<file path="src/rtl/wb_arbiter.sv">
// wb_arbiter: register-file writeback arbiter for two result sources.
//
// The ALU port (a_*) is unbuffered and normally wins the single write port.
// The memory/long-latency port (m_*) feeds a small FIFO.
// The FIFO head is written whenever the ALU port is not granted.
// A streak counter limits how many consecutive ALU grants can starve a
// non-empty FIFO.
//
// Ports:
//   clk        - single clock, all state on the rising edge
//   rst        - synchronous, active-low reset
//   a_valid    - ALU result valid
//   a_ready    - ALU result accepted this cycle
//   a_dest     - ALU destination register
//   a_data     - ALU result value
//   m_valid    - memory result valid
//   m_ready    - FIFO can accept a memory result
//   m_dest     - memory destination register
//   m_data     - memory result value
//   write      - registered register-file write enable
//   wdest      - registered register-file write index
//   wdata      - registered register-file write data
//   fifo_count - current FIFO occupancy
//   pending    - FIFO non-empty or a write in progress
module wb_arbiter #(
    parameter int REG_BITS     = 5,
    parameter int REG_WIDTH    = 32,
    parameter int FIFO_DEPTH   = 4,
    parameter int STARVE_LIMIT = 3,
    parameter int WB_ZERO      = 0
) (
    input  logic                          clk,
    input  logic                          rst,
    input  logic                          a_valid,
    output logic                          a_ready,
    input  logic [REG_BITS-1:0]           a_dest,
    input  logic [REG_WIDTH-1:0]          a_data,
    input  logic                          m_valid,
    output logic                          m_ready,
    input  logic [REG_BITS-1:0]           m_dest,
    input  logic [REG_WIDTH-1:0]          m_data,
    output logic                          write,
    output logic [REG_BITS-1:0]           wdest,
    output logic [REG_WIDTH-1:0]          wdata,
    output logic [$clog2(FIFO_DEPTH):0]   fifo_count,
    output logic                          pending
);

    localparam int PTR_BITS    = $clog2(FIFO_DEPTH);
    localparam int CNT_BITS    = PTR_BITS + 1;
    localparam int STREAK_BITS = (STARVE_LIMIT < 1) ? 1 : $clog2(STARVE_LIMIT + 1);

    logic [REG_BITS+REG_WIDTH-1:0] mem [FIFO_DEPTH];
    logic [PTR_BITS-1:0]           rd_ptr;
    logic [PTR_BITS-1:0]           wr_ptr;
    logic [CNT_BITS-1:0]           count;
    logic [STREAK_BITS-1:0]        streak;

    logic                          fifo_empty;
    logic                          starve;
    logic                          a_grant;
    logic                          push;
    logic                          pop;
    logic [REG_BITS-1:0]           head_dest;
    logic [REG_WIDTH-1:0]          head_data;
    logic [REG_BITS-1:0]           sel_dest;
    logic [REG_WIDTH-1:0]          sel_data;

    // Handshakes and grant selection. The ALU port is refused only when the
    // FIFO has waited through STARVE_LIMIT consecutive ALU grants. The FIFO
    // pop is gated by rst so nothing is consumed during reset.
    always_comb begin
        fifo_empty             = (count == '0);
        starve                 = !fifo_empty && (streak == STREAK_BITS'(STARVE_LIMIT));
        a_ready                = rst && !starve;
        m_ready                = rst && (count < CNT_BITS'(FIFO_DEPTH));
        a_grant                = a_valid && a_ready;
        push                   = m_valid && m_ready;
        pop                    = rst && !a_grant && !fifo_empty;
        {head_dest, head_data} = mem[rd_ptr];
        sel_dest               = a_grant ? a_dest : head_dest;
        sel_data               = a_grant ? a_data : head_data;
    end

    // FIFO storage. The push is already qualified by rst through m_ready.
    always_ff @(posedge clk) begin
        if (push) begin
            mem[wr_ptr] <= {m_dest, m_data};
        end
    end

    // Pointers are exactly PTR_BITS wide.
    // Because the depth is a power of two, they wrap without extra logic.
    // A simultaneous push and pop leaves the count unchanged.
    always_ff @(posedge clk) begin
        if (!rst) begin
            rd_ptr <= '0;
            wr_ptr <= '0;
            count  <= '0;
        end else begin
            if (push) begin
                wr_ptr <= wr_ptr + 1'b1;
            end
            if (pop) begin
                rd_ptr <= rd_ptr + 1'b1;
            end
            case ({push, pop})
                2'b10:   count <= count + 1'b1;
                2'b01:   count <= count - 1'b1;
                default: count <= count;
            endcase
        end
    end

    // Starvation streak: counts ALU grants taken while the FIFO waits.
    // It restarts whenever the FIFO gets its turn or has nothing queued.
    always_ff @(posedge clk) begin
        if (!rst) begin
            streak <= '0;
        end else if (pop || fifo_empty) begin
            streak <= '0;
        end else if (a_grant && (streak != STREAK_BITS'(STARVE_LIMIT))) begin
            streak <= streak + 1'b1;
        end
    end

    // Registered write port. A grant to register 0 still consumes the entry
    // but suppresses the enable unless WB_ZERO permits it. wdest/wdata hold
    // their last value when nothing is granted.
    always_ff @(posedge clk) begin
        if (!rst) begin
            write <= 1'b0;
            wdest <= '0;
            wdata <= '0;
        end else if (a_grant || pop) begin
            write <= (WB_ZERO != 0) || (sel_dest != '0);
            wdest <= sel_dest;
            wdata <= sel_data;
        end else begin
            write <= 1'b0;
        end
    end

    assign fifo_count = count;
    assign pending    = !fifo_empty || write;

endmodule
</file>
<file path="config.mk">
export PLATFORM = sky130hd
export DESIGN_NAME = wb_arbiter
export DESIGN_NICKNAME = d
export VERILOG_FILES = /design/src/rtl/wb_arbiter.sv
export SDC_FILE = /design/constraint.sdc
export NUM_CORES = 1
export LEC_CHECK = 0
export BUFFER_PORTS_ARGS = -buffer_cell sky130_fd_sc_hd__buf_4
export CAP_MARGIN = 25
export CORE_MARGIN = 4
export CORE_UTILIZATION = 39
export DETAILED_ROUTE_END_ITERATION = 16
export PLACE_DENSITY = 0.66
export REMOVE_ABC_BUFFERS = 1
export SLEW_MARGIN = 40
export SYNTH_ARGS = -nofsm -noshare
export SYNTH_HDL_FRONTEND = slang
export SYNTH_SLANG_ARGS = --single-unit
export TNS_END_PERCENT = 50
</file>
<file path="constraint.sdc">
create_clock -name clk -period 3.3 [get_ports clk]
set_clock_uncertainty 0.1 [all_clocks]
set_input_delay 0.66 -clock clk [delete_from_list [all_inputs] [get_ports clk]]
set_output_delay 0.66 -clock clk [all_outputs]
set_load 0.01 [all_outputs]
</file>
==> results.env <==
OUTCOME='complete, no violations'
DR.PASS1.ITERS=4
WORST-ENDPOINT-REQUIRED_PS=3560
CLOCK_SINKS=197
INITIAL_UTILIZATION_PCT=40.0
TIMING.RR.START='fifo_count[2]'
TIMING.HOLD.WORST.CLASS='primary input to flop'
MET1_ROUTED_LENGTH_MICRONS=6800
DP_HPWL_MICRONS=10300
NUMCTSBUFFERS=17
OVERFLOW=0
FMAX_GHz=0.391
DIE_HEIGHT_MICRONS=147
NUM_PORTS=122
RR_WORST_DEPTH=8
CLK_PATH_BUF_DEPTH=2
MAX-SLEW-MARGIN-REL_PCT=50.7
MET3_WIRELENGTH_MICRONS=971
POST-CTS-SETUP-BUFFER-COUNT=0
SWITCHING_FRACTION_PCT=27.2
INTERNAL_POWER_mW=4.67
CP.ARRIVAL_PS=2820
FIRST_ITER_VIOLATIONS=253
GRT_ANTENNA_BEFORE_REPAIR=0
TIMING_WORST_SETUP_PATH_TYPE='flop to flop'
FINALSETUPVIOLATIONS=0
POWER_DENSITY_nW_PER_UM2=685
HIGHEST-SIGNAL-LAYER='met4'
PERIOD_SHARE_PCT=77.4
TOTALWIRELENGTH_MICRONS=15500
DRC=0
HOLD_SLACK_PS=323
POWER_AFTER_LAYOUT_mW=6.42
GRT_MAX_DEGREE=34
TIGHTEST_SLEW_PS=740
POWER_FRAC_COMB_PCT=20.5
GRT_FIRST_PASS_WIRELENGTH_MICRONS=24500
GROUTE.USAGE.OVERALL_PCT=14.8
POWER.NET_SWITCHING_mW=1.74
SEQ_AREA_FRAC_SYNTH_PCT=72.1
POST_SYNTH_INST_COUNT=440
SYNTH_SEQ_CELLS=197
PLACE.DETAILED.INSTANCES=809
FINALNETCOUNT=653
R2R_SLACK_PS=750
CAP_VIOL_MAX_COUNT=0
NETLIST_AREA_SQ_UM=7530
DIE_OUTLINE_AREA_SQ_UM=21600
AVGROUTEDWIREPERCELL_MICRONS=18.4
CHIP_WIDTH_MICRONS=147
R2R_END='fifo_count[2]'
FRACTION_OF_FINAL_LAYOUT_CELLS_SIZED_BEYOND_DRIVE_STRENGTH_1_PCT=36.3
WORST_SETUP_PATH_START_KIND='flop'
IR_DROP_mV=0.421
TRITONCTS='done'
PORTBUFFERS=121
RSZ_0062_RAISED_AFTER_GLOBAL_ROUTING='no'
DRV_SLEW=0
TIMING.CRITICAL_PATH.TO_TYPE='flop'
HOLD-PATH-ENDPOINT='wdata[19]'
VIAS_PER_CELL=4.99
FINAL_HOLD_VIOL_COUNT=0
GP_CONGESTION=0.738
SYN_AVG_CELL_AREA_SQ_UM=17.1
WORST_SETUP_HOLD_PATH_CLK_SLEW_PS=70
PLACEMENT_ROWS=50
PRE_CTS_WS_PS=428
INSERTEDDIODECOUNT=0
ANT_NETS=0
HOLD_DEPTH=3
CTS_HOLD_BUF=0
YS.WARNINGS.COUNT=0
P_CLK_SHARE_PCT=32.4
CRIT_FANOUT=7
VIAS=4196
PLACEABLE_AREA_SQ_UM=18800
FIN_CELLS=841
FINAL.MIN_CLOCK_PERIOD_PS=2550
TIMING.FINAL.WS_SETUP_PS=746
TIMING.CRITICAL_PATH.FROM='fifo_count[2]'
POST_CTS_RESIZED=0
MET2_LENGTH_MICRONS=7480
WORST_SKEW_PAIR.LATE_LATENCY_PS=430
SYN_TO_FINAL_GROWTH_PCT=24.5
CTS_ROOT_BUF='sky130_fd_sc_hd__clkbuf_16'
HOLD_PATH.STARTPOINT='a_data[19]'
POWER.SEQUENTIAL.FRACTION_PCT=47.1
HTREEDEPTH=4
FIRST_GLOBAL_VIAS=4509
FINAL.SETUP.TNS_PS=0
STATIC-LEAKAGE-POWER_nW=3.33
YOSYS.CELL_TYPES.COUNT=41
-- worst max-delay path, stage by stage, from the launching register on --
cell and delay (ps):
sky130_fd_sc_hd__dfxtp_1 380, sky130_fd_sc_hd__or3_2 520, sky130_fd_sc_hd__o211ai_1 160, sky130_fd_sc_hd__inv_1 80
sky130_fd_sc_hd__ha_1 230, sky130_fd_sc_hd__fa_1 400, sky130_fd_sc_hd__xnor2_1 150, sky130_fd_sc_hd__or3_1 320
sky130_fd_sc_hd__a21oi_1 150
-- final cells by class --
type / count / area [sq um]
tap: 260 / 325
timing repair buffer: 133 / 1050
inverter: 6 / 22.5
clock inverter: 15 / 168
multi-input combinational: 213 / 1950
sequential: 197 / 5430
clock buffer: 17 / 425
fill: 1580 / 9460
-- cell families (layout without fill, tap and decap cells) --
| kind of cell | Yosys count | in the layout | synth area share (%) |
|---|---|---|---|
| AO/OA/AOI/OAI | 48 | 48 | 4.51 |
| XOR/XNOR | 5 | 5 | 0.582 |
| adder cells (fa/ha/maj) | 7 | 7 | 1.26 |
| buffers and inverters | 30 | 171 | 2.16 |
| flip-flops | 197 | 197 | 72.1 |
| multiplexers | 59 | 59 | 14.1 |
| AND/OR/NAND/NOR | 94 | 94 | 5.30 |
-- through the flow --
step           util [%]  area [sq um]
6_report           49.7          9370
5_1_grt            49.7          9370
4_1_cts            49.7          9370
3_5_place_dp       46.6          8770
3_3_place_gp       46.6          8770
2_1_floorplan         -          7390
-- cell usage after synthesis, drive strengths merged --
cell type	n	area, sq um
edfxtp	148	4440
nand2	51	199
dfxtp	49	981
mux4	37	841
nor2	29	109
mux2i	22	220
o21ai	19	95.1
buf	17	111
a311oi	15	131
clkbuf	7	28.8
ha	6	75.1
inv	6	22.5
a211oi	4	30.0
and3	4	25.0
xor2	3	26.3
nor3	2	15.0
o21a	2	15.0
or3	2	12.5
xnor2	2	17.5
a2111oi	1	15.0
a21oi	1	5.00
a41oi	1	8.76
and2	1	6.26
fa	1	20.0
nand2b	1	6.26
nor2b	1	6.26
nor3b	1	7.51
nor4	1	6.26
o2111ai	1	8.76
o211ai	1	7.51
o22ai	1	6.26
o31a	1	8.76
o31ai	1	7.51
or2	1	6.26
-- layer usage --
layer / vias up / track usage (%)
li1: 1968 / -
met1: 2090 / 19.4
met2: 120 / 23.7
met3: 18 / 4.26
met4: 0 / 5.45
met5: - / 0
-- worst max path at each step --
stage,end,slack (ps),cells past startpoint
2_1_floorplan,write,210,4
3_3_place_gp,fifo_count[2],560,9
3_5_place_dp,fifo_count[2],430,9
4_1_cts,fifo_count[2],760,8
5_1_grt,fifo_count[2],680,8
6_report,fifo_count[2],750,8
-- state kept, by name, indices dropped and copies added, names as in the netlist, named ones only --
| register | flops |
|---|---|
| wdest | 5 |
| wdata | 32 |
| fifo_count | 3 |
| mem | 148 |
| wr_ptr | 2 |
| streak | 2 |
| write | 1 |
| rd_ptr | 2 |
-- layout by cell type, fill, tap and decap left out, types with 2 or more instances in the layout --
cell type / instances
sky130_fd_sc_hd__mux4_2: 35
sky130_fd_sc_hd__nand2_1: 50
sky130_fd_sc_hd__buf_4: 129
sky130_fd_sc_hd__and3_2: 4
sky130_fd_sc_hd__clkinvlp_4: 2
sky130_fd_sc_hd__xnor2_1: 2
sky130_fd_sc_hd__o21ai_0: 19
sky130_fd_sc_hd__buf_12: 4
sky130_fd_sc_hd__bufinv_16: 2
sky130_fd_sc_hd__nor2_1: 28
sky130_fd_sc_hd__inv_1: 6
sky130_fd_sc_hd__a311oi_1: 15
sky130_fd_sc_hd__ha_1: 6
sky130_fd_sc_hd__mux2i_1: 22
sky130_fd_sc_hd__xor2_1: 3
sky130_fd_sc_hd__edfxtp_1: 148
sky130_fd_sc_hd__mux4_1: 2
sky130_fd_sc_hd__a211oi_1: 4
sky130_fd_sc_hd__o21a_1: 2
sky130_fd_sc_hd__clkbuf_16: 17
sky130_fd_sc_hd__inv_6: 8
sky130_fd_sc_hd__clkinv_4: 2
sky130_fd_sc_hd__dfxtp_1: 47
-- power groups by stage --
stage | sequential [mW] | combinational (mW) | clock [mW]
finish | 3.02 | 1.32 | 2.08
global route | 3.06 | 1.44 | 2.22
CTS | 3.03 | 1.34 | 2.12
detailed placement | 3.09 | 1.34 | 0
global placement | 3.07 | 1.31 | 0
floorplan | 3.14 | 0.701 | 0
(Power assumes the default switching activity.)
